[src/rtl/regwrite_trace_buffer.sv]
// regwrite_trace_buffer: FIFO trace of register-file writes, ended by EBREAK with a drop-count terminal record.
module regwrite_trace_buffer #(
  parameter int          DEPTH_LOG2  = 3,
  parameter logic [31:0] EBREAK_WORD = 32'h00100073,
  parameter int          CNT_W       = 16
) (
  input  logic                  clk,
  input  logic                  resetn,
  input  logic                  wr_en,
  input  logic [4:0]            wr_rd,
  input  logic [31:0]           wr_data,
  input  logic [31:0]           instr,
  input  logic                  instr_valid,
  output logic                  trace_valid,
  input  logic                  trace_ready,
  output logic                  trace_kind,
  output logic [4:0]            trace_rd,
  output logic [31:0]           trace_data,
  output logic [DEPTH_LOG2:0]   fifo_level,
  output logic [CNT_W-1:0]      drop_count,
  output logic                  done
);
  localparam int DEPTH = 1 << DEPTH_LOG2;
  typedef enum logic [1:0] {S_RUN, S_DRAIN, S_TERM, S_DONE} state_t;
  state_t                state;
  logic [36:0]           mem [DEPTH];
  logic [DEPTH_LOG2-1:0] wp, rp;
  logic [DEPTH_LOG2:0]   level;
  logic [36:0]           head;
  logic                  empty, full, pop, cap, push;
  assign empty = level == '0;
  assign full  = level == (DEPTH_LOG2+1)'(DEPTH);
  assign pop   = !empty && trace_ready;
  assign cap   = state == S_RUN && wr_en && wr_rd != '0;
  assign push  = cap && (!full || pop);
  assign head  = mem[rp];
  always_ff @(posedge clk)
    if (push) mem[wp] <= {wr_rd, wr_data};
  always_ff @(posedge clk or negedge resetn)
    if (!resetn) begin
      state      <= S_RUN;
      wp         <= '0;
      rp         <= '0;
      level      <= '0;
      drop_count <= '0;
    end else begin
      if (push) wp <= wp + DEPTH_LOG2'(1);
      if (pop) rp <= rp + DEPTH_LOG2'(1);
      level <= level + (DEPTH_LOG2+1)'(push) - (DEPTH_LOG2+1)'(pop);
      if (cap && full && !pop && drop_count != '1) drop_count <= drop_count + CNT_W'(1);
      case (state)
        S_RUN:   if (instr_valid && instr == EBREAK_WORD) state <= S_DRAIN;
        S_DRAIN: if (empty) state <= S_TERM;
        S_TERM:  if (trace_ready) state <= S_DONE;
        default: state <= S_DONE;
      endcase
    end
  assign trace_valid = !empty || state == S_TERM;
  assign trace_kind  = empty && state == S_TERM;
  assign trace_rd    = empty ? '0 : head[36:32];
  assign trace_data  = empty ? (state == S_TERM ? 32'(drop_count) : '0) : head[31:0];
  assign fifo_level  = level;
  assign done        = state == S_DONE;
endmodule
[config.mk]
export PLATFORM = sky130hd
export DESIGN_NAME = regwrite_trace_buffer
export DESIGN_NICKNAME = d
export VERILOG_FILES = /design/src/rtl/regwrite_trace_buffer.sv
export SDC_FILE = /design/constraint.sdc
export NUM_CORES = 1
export LEC_CHECK = 0
export CAP_MARGIN = 30
export CORE_MARGIN = 2
export CORE_UTILIZATION = 60
export CTS_CLUSTER_DIAMETER = 150
export CTS_CLUSTER_SIZE = 16
export DETAILED_ROUTE_END_ITERATION = 8
export PLACE_DENSITY = 0.89
export SYNTH_ARGS = -nofsm -noshare
export SYNTH_HDL_FRONTEND = slang
export SYNTH_SLANG_ARGS = --single-unit
[constraint.sdc]
create_clock -name clk -period 17.3 [get_ports clk]
set_input_delay 3.46 -clock clk [delete_from_list [all_inputs] [get_ports clk]]
set_output_delay 3.46 -clock clk [all_outputs]
set_load 0.02 [all_outputs]
# Yosys cells after proc, flatten, opt, wreduce, memory -nomap -nowiden
# Memory sizes are Yosys's and may differ from the RTL's.
# Index checks and enable logic that the tools add are counted.
word_totals:
  ram_bits: 296
  regBits: 28
  n_memories: 1
  out_inout_bits: 60
  inputBits: 74
  wordCells: 47
op_classes:
  n_eq_ne: 9
  muxes: 9
  addsub: 5
  n_reduce_logical: 18
memory_table:
  columns: ["name", "depth", "word_bits", "read_ports", "rd_clocked_by_memory_dff", "write_ports", "line", "rtl"]
  rows:
  - ["mem", 8, 37, 1, 0, 1, "26", "logic [36:0] mem [DEPTH];"]
op_table:
  columns: ["op", "n"]
  rows:
  - ["$eq A32 B21 Y1 const B", 1]
  - ["$mux W32", 1]
  - ["$add A16 B1 Y16 const B", 1]
  - ["$mux W16", 1]
  - ["$ne A16 B16 Y1 const B", 1]
  - ["$logic_and A1 B1 Y1", 9]
  - ["$add A3 B1 Y3 const B", 2]
  - ["$mux W2", 3]
  - ["$pmux W2 S3", 1]
  - ["$mux W5", 1]
  - ["$reduce_bool A5 Y1", 1]
  - ["$add A4 B1 Y4", 1]
  - ["$eq A2 B2 Y1 const B", 2]
  - ["$eq A4 B4 Y1 const B", 1]
  - ["$logic_not A4 Y1", 1]
  - ["$ne A2 B2 Y1 const B", 2]
  - ["$sub A4 B1 Y4", 1]
  - ["$logic_not A1 Y1", 3]
  - ["$reduce_and A3 Y1", 1]
  - ["$eq A2 B1 Y1 const B", 1]
  - ["$logic_not A2 Y1", 1]
  - ["$logic_or A1 B1 Y1", 2]
  - ["$mux W1", 2]
  - ["$ne A2 B1 Y1 const B", 1]

# Longest topological paths before layout
# Gate-level depths: netlist of the first run.
logic_depth:
  depth_word: 7
  depth_mapped: 10
  depth_no_buf: 10

# Least setup slack after synthesis of the first run
# OpenSTA, ideal clock, no wires.
synth_path:
  kind: "in2reg"
  start: "input port wr_en"
  end: "memory mem[1][0], enable pin"
  required_ps: 16763
  path_buffers: 0
  arrival_time_ps: 7933
  cell_stages: 4
  setup_slack_ps: 8830
  setup_time_ps: 537
  cell_sequence: "nor3b_1 > o21ai_2 > nand2b_1 > nor4b_1"
synth_via:
  elab_chain_cells: 5
synth_lines:
  columns: ["element", "line", "rtl"]
  rows:
  - ["start, declared", "9", "input logic wr_en,"]
  - ["$logic_and A1 B1 Y1 (2 in series)", "34", "assign cap = state == S_RUN && wr_en && wr_rd != '0;"]
  - ["$logic_and A1 B1 Y1", "35", "assign push = cap && (!full || pop);"]
  - ["$mux W1", "38", "if (push) mem[wp] <= {wr_rd, wr_data};"]
  - ["$mux W1 (implied by the code)", "38", null]
  - ["end, declared", "26", null]
# No other way between the ends.

# Worst setup path after layout of the first run
layout_path:
  start: "register rp[0]"
  end: "output port trace_data[31]"
layout_via:
  elab_chain_cells: 2
layout_lines:
  columns: ["element", "line", "rtl"]
  rows:
  - ["start, declared", "27", "logic [DEPTH_LOG2-1:0] wp, rp;"]
  - ["start signal, assigned", "48", "if (pop) rp <= rp + DEPTH_LOG2'(1);"]
  - ["$mem_v2 Z8 W37", null, null]
  - ["$mux W32", "61", "assign trace_data = empty ? (state == S_TERM ? 32'(drop_count) : '0) : head[31:0];"]
  - ["end, declared", "18", "output logic [31:0] trace_data,"]
# No other way between the ends.

==> results of run 1 <==
sequential cells by signal, indices dropped and copies added, names as in the netlist:
signal      cells
drop_count     16
fifo_level      4
mem           296
rp              3
state           2
wp              3
worst max-delay path by stage:
stage                                end  slack [ns]  depth (start not counted)
after floorplan                mem[1][0]        8.83                          4
after global placement        mem[3][18]       10.38                          7
after detailed placement      mem[3][16]       10.39                          8
after CTS                 trace_data[31]        9.94                          5
after global routing       trace_data[0]        9.77                          5
final                     trace_data[31]       10.07                          5
cells in the mapped netlist (2+ instances only):
library cell    n  area share (%)
nor3b_1         3            0.18
buf_1           5            0.15
clkbuf_1       13            0.38
and3_4          2            0.18
nand3_1        12            0.47
o21ai_0        16            0.62
nand2_1        31            0.91
nand2b_1        3            0.15
a21o_1          3            0.18
mux2i_1        37             2.9
nor4b_1         2            0.14
or4_1           2            0.12
and2_1          2           0.097
mux4_2         74              13
inv_1           6            0.18
dfrtp_1        28             5.5
edfxtp_1      296              69
nand4b_1        2            0.14
mux2_2          3            0.26
buf_2           9            0.35
a21oi_1         4            0.16
xnor2_1        16             1.1
nor3_1          3            0.12
nor2_1         29            0.85
ha_1            8            0.78
nor4_1          6            0.29
nand4_1         4            0.19
xor2_1          3            0.20
and3_1          2           0.097
critical path, stage by stage, from the launching register on:
cell and delay (ns):
dfrtp_4 0.84, buf_4 0.78, mux4_2 0.62, mux2i_1 0.24, nor2_1 0.08, clkdlybuf4s50_1 0.62
layout make-up:
class | instances | area share (%)
flip-flops and latches | 324 | 62.5
multi-input cells | 280 | 20.6
repair buffers | 153 | 9.87
clock buffers | 42 | 4.49
well taps | 275 | 2.24
inverters | 6 | 0.147
clock inverters | 1 | 0.106
diodes | 2 | 0.0326
power by group:
| part | switching, mW | internal, mW |
|---|---|---|
| clock | 0.244 | 0.271 |
| combinational | 0.363 | 0.386 |
| sequential | 0.0564 | 0.870 |
| total | 0.663 | 1.53 |
cells by family (layout without fill, tap and decap cells):
family,after synthesis,after routing
xor gates and xnor gates,19,19
other,0,2
and+or+nand+nor,112,112
muxes,114,114
AOI/OAI and AO/OA,26,26
adders and majority gates,9,9
buffers and inverters,33,202
DFF,324,324
through the flow:
step,utilization [%],hold slack [ns]
final,73.1,0.547
after global routing,73.0,0.567
after CTS,73.0,0.546
after detailed placement,69.7,0.534
after global placement,69.3,0.506
after floorplan,-,0.503
routing by layer:
metal	share of wire [%]	GRT usage, %
met2	52	42.5
met1	37	31.8
met5	0.063	0
met3	8.1	5.15
met4	2.7	7.78
==> impl_metrics.yaml, run 1 <==
status:
  outcome: "completed"
drt:
  wl_per_cell_um: 24.9
  dr_total_vias: 6711
  drc: 0
  vias_per_cell: 6.20
  ant_nets: 0
  dr.pass1.iters: 5
  routed_wirelength_mm: 26.9
  drt_iter0_markers: 597
clock_tree:
  post_cts_buffers: 0
  clkTransAtPathRegs_ns: 0.07
  worst_skew_pair.late_latency_ns: 0.52
  cts.repair.resized: 0
  clock-root-buffer: "clkbuf_16"
  cts_hold_buf: 0
  cts_tree: "yes"
  cts_buffer_depth: 3
  cts_buffers: 24
  htree_num_levels: 1
  cts.sinks: 324
logic_synthesis:
  synth_area_um2: 12800
  synth_compound_area_share_pct: 1.24
  synth_warnings: 0
  synth-adder-area-share_pct: 0.935
  synth-seq-cells: 324
  synth_cell_types: 42
  synth_edf_count: 296
  syn_nets: 720
  synth_xor_area_share_pct: 1.30
  ys_async_sr_fraction_pct: 8.64
  synth_top_family_by_area: "multiplexers"
  ys_seq_area_share_pct: 74.6
  avgSynthCellArea_um2: 20.2
  postSynthCellCount: 637
  synth_ff_type: "edfxtp_1"
  synth_mux_area_share_pct: 16.1
  synth-simple-area-share_pct: 4.71
floorplan:
  die_w_um: 150
  initial_core_util_pct: 61.1
  io_pins: 134
  core_um2: 21000
  num_rows: 53
  dieArea_um2: 22600
  die_h_um: 150
hold_path:
  hold_path_end: "drop_count[8]"
  hp-start: "drop_count[8]"
  hp-class: "register to register"
  hold_depth: 1
final_layout:
  multi_input_area_um2: 3170
  stdcell_area_um2: 15400
  layout_commonest_cell: "edfxtp_1"
  fin_cells: 1083
  fillers: 1180
  fin_nets: 872
  drive_gt1_share_pct: 17.7
  mostFrequentLayoutCells: "edfxtp_1, clkdlybuf4s50_1, mux4_2"
  syn_to_final_growth_pct: 19.6
  regArea_um2: 9600
power_and_ir_drop:
  power_density_nw_per_um2: 143
  ir_drop_mv: 0.0947
  p_total_mw: 2.19
  p_leak_nw: 5.04
placed_design:
  placed_cells: 1037
  hpwl_mm: 16.4
  place.gp.congestion: 0.812
  io_buffers: 133
  postPlaceCellArea_um2: 14600
  place_ws_ns: 10.39
worst_setup_path:
  crit_fanout: 45
  timing.rr.end: "mem[3][30]"
  critPathLaunch: "rp[0]"
  critPathCaptureType: "output port"
  required_ns: 13.84
  reg2regPathDepth: 9
  arrival_ns: 3.77
  cp-start-kind: "register"
  worstReg2RegStart: "fifo_level[2]"
  crit_type: "register to output port"
  reg2reg_slack_ns: 13.93
timing:
  hold_violations: 0
  fin_tns_setup_ns: 0
  tightest_slew_ns: 0.947
  grt_setup_unrepaired: "no"
  fin_crit_ns: 7.23
  clock_skew_ns: 0.0144
  setup_ws_ns: 10.07
  period_share_pct: 41.8
  slew_violations: 0
  fmax_mhz: 138
  setup_viol: 0
  relSlewSlack_pct: 36.9
global_routing:
  grt_pass1_vias: 7255
  grtUsageTotal_pct: 24.7
  grt_pass1_wl_mm: 41.2
  antenna_found_initial: 1
  grt_overflow: 0
  grt_max_degree: 49
run:
  drv_cap: 0
Note: power is estimated with default switching activity, not from simulation.
==> inputs of run 2 (changes only) <==
- CORE_UTILIZATION: 60 -> 51
- PLACE_DENSITY: 0.89 -> 0.81
- clock period: 17.3 -> 6.2 ns (I/O delays scaled with it)
==> impl_metrics.yaml, run 2 (same netlist as run 1, synthesis figures left out) <==
final_layout:
  antenna_cells: 0
  layout_commonest_cell: "edfxtp_1"
  mostFrequentLayoutCells: "edfxtp_1, clkdlybuf4s50_1, mux4_2"
  drive_gt1_share_pct: 17.3
  fin_cells: 1121
  syn_to_final_growth_pct: 19.4
  regMostFlops: "mem"
  largest_reg_flops: 296
  fin_nets: 866
  stdcell_area_um2: 15300
global_routing:
  grt_pass1_wl_mm: 39.2
  grt_overflow: 0
  grt_pass1_vias: 6890
  grt_max_degree: 54
  antenna_found_initial: 0
  grtUsageTotal_pct: 19.8
worst_setup_path:
  arrival_ns: 3.44
  cp-endpoint: "trace_data[15]"
  required_ns: 4.96
  crit_type: "register to output port"
  reg2regPathDepth: 8
  worstReg2RegStart: "fifo_level[2]"
  critPathLaunch: "rp[0]"
  critPathCaptureType: "output port"
  timing.rr.end: "mem[3][15]"
  crit_fanout: 41
  cp-start-kind: "register"
  reg2reg_slack_ns: 3.09
floorplan:
  io_pins: 134
  dieArea_um2: 26500
  initial_core_util_pct: 51.5
  die_w_um: 163
  core_um2: 25000
  num_rows: 58
  die_h_um: 163
clock_tree:
  clock-root-buffer: "clkbuf_16"
  clkTransAtPathRegs_ns: 0.07
  cts_hold_buf: 0
  cts.repair.resized: 0
  post_cts_buffers: 0
  cts.sinks: 324
  htree_num_levels: 1
  cts_buffers: 24
  worst_skew_pair.late_latency_ns: 0.54
  cts_tree: "yes"
  cts_buffer_depth: 3
placed_design:
  hpwl_mm: 15.0
  place.gp.congestion: 0.773
  io_buffers: 133
  placed_cells: 1087
  postPlaceCellArea_um2: 14700
drt:
  drc: 0
  drt_iter0_markers: 591
  wl_per_cell_um: 22.9
  routed_wirelength_mm: 25.7
  dr.pass1.iters: 5
  vias_per_cell: 5.77
  ant_nets: 0
  dr_total_vias: 6463
timing:
  fin_tns_setup_ns: 0
  hold_violations: 0
  fin_hold_ws_ns: 0.526
  grt_setup_unrepaired: "no"
  relSlewSlack_pct: 36.0
  clock_skew_ns: 0.0209
  setup_viol: 0
  tightest_slew_ns: 0.959
  slew_violations: 0
  fin_crit_ns: 4.68
  fmax_mhz: 214
  period_share_pct: 75.5
power_and_ir_drop:
  seqPwrFrac_pct: 43.5
  clkPwrFrac_pct: 23.0
  p_total_mw: 6.08
  pwr-share-comb_pct: 33.5
  p_int_mw: 4.23
  power_density_nw_per_um2: 396
  p_leak_nw: 5.00
  ir_drop_mv: 0.293
  p_switching_mw: 1.86
  switching_share_pct: 30.5
status:
  outcome: "completed"
run:
  drv_cap: 0
hold_path:
  hp-class: "register to register"
[run 2: how the worst min path moves through the flow]
stage	start	endpoint	slack [ns]	depth (start not counted)
after detailed placement	drop_count[6]	drop_count[6]	0.52	1
final	drop_count[6]	drop_count[6]	0.53	1
after global placement	drop_count[6]	drop_count[6]	0.51	1
after CTS	drop_count[6]	drop_count[6]	0.53	1
after floorplan	state[1]	state[1]	0.50	1
after global routing	drop_count[13]	drop_count[13]	0.56	1
[run 2: through the flow]
step                      worst slack (ns)  util [%]
after floorplan                      0.301         -
after global placement                1.86      58.7
after detailed placement              1.71      58.8
after CTS                             1.40      61.5
after global routing                  1.21      61.5
final                                 1.52      61.5
[run 2: per-layer routing]
layer,track usage [%],routed length (um),up-vias,share of wire (%)
met5,0,0,-,0
li1,-,-,2862,-
met1,27.2,10900,3342,42
met2,33.1,12600,222,49
met4,4.59,506,0,2.0
met3,3.87,1760,37,6.8
[run 2: critical path, stage by stage (launching register included)]
cell	delay (ns)
dfrtp_4	0.99
buf_12	0.37
mux4_2	0.55
mux2i_1	0.26
o21ai_0	0.12
clkdlybuf4s50_1	0.58
[run 2: area by class of cell]
type | instances | area (um2)
Fill cell | 1749 | 9620
Clock inverter | 2 | 32.5
Sequential cell | 324 | 9600
Inverter | 6 | 22.5
Tap cell | 330 | 413
Multi-Input combinational cell | 280 | 3180
Clock buffer | 32 | 631
Timing Repair Buffer | 147 | 1470
[run 2: power groups by stage]
stage | Combinational [mW] | Sequential (mW) | Clock [mW]
floorplan | 1.38 | 2.53 | 0
global placement | 1.94 | 2.77 | 0
detailed placement | 2.05 | 2.70 | 0
CTS | 2.07 | 2.65 | 1.43
global route | 2.17 | 2.67 | 1.50
finish | 2.04 | 2.64 | 1.40
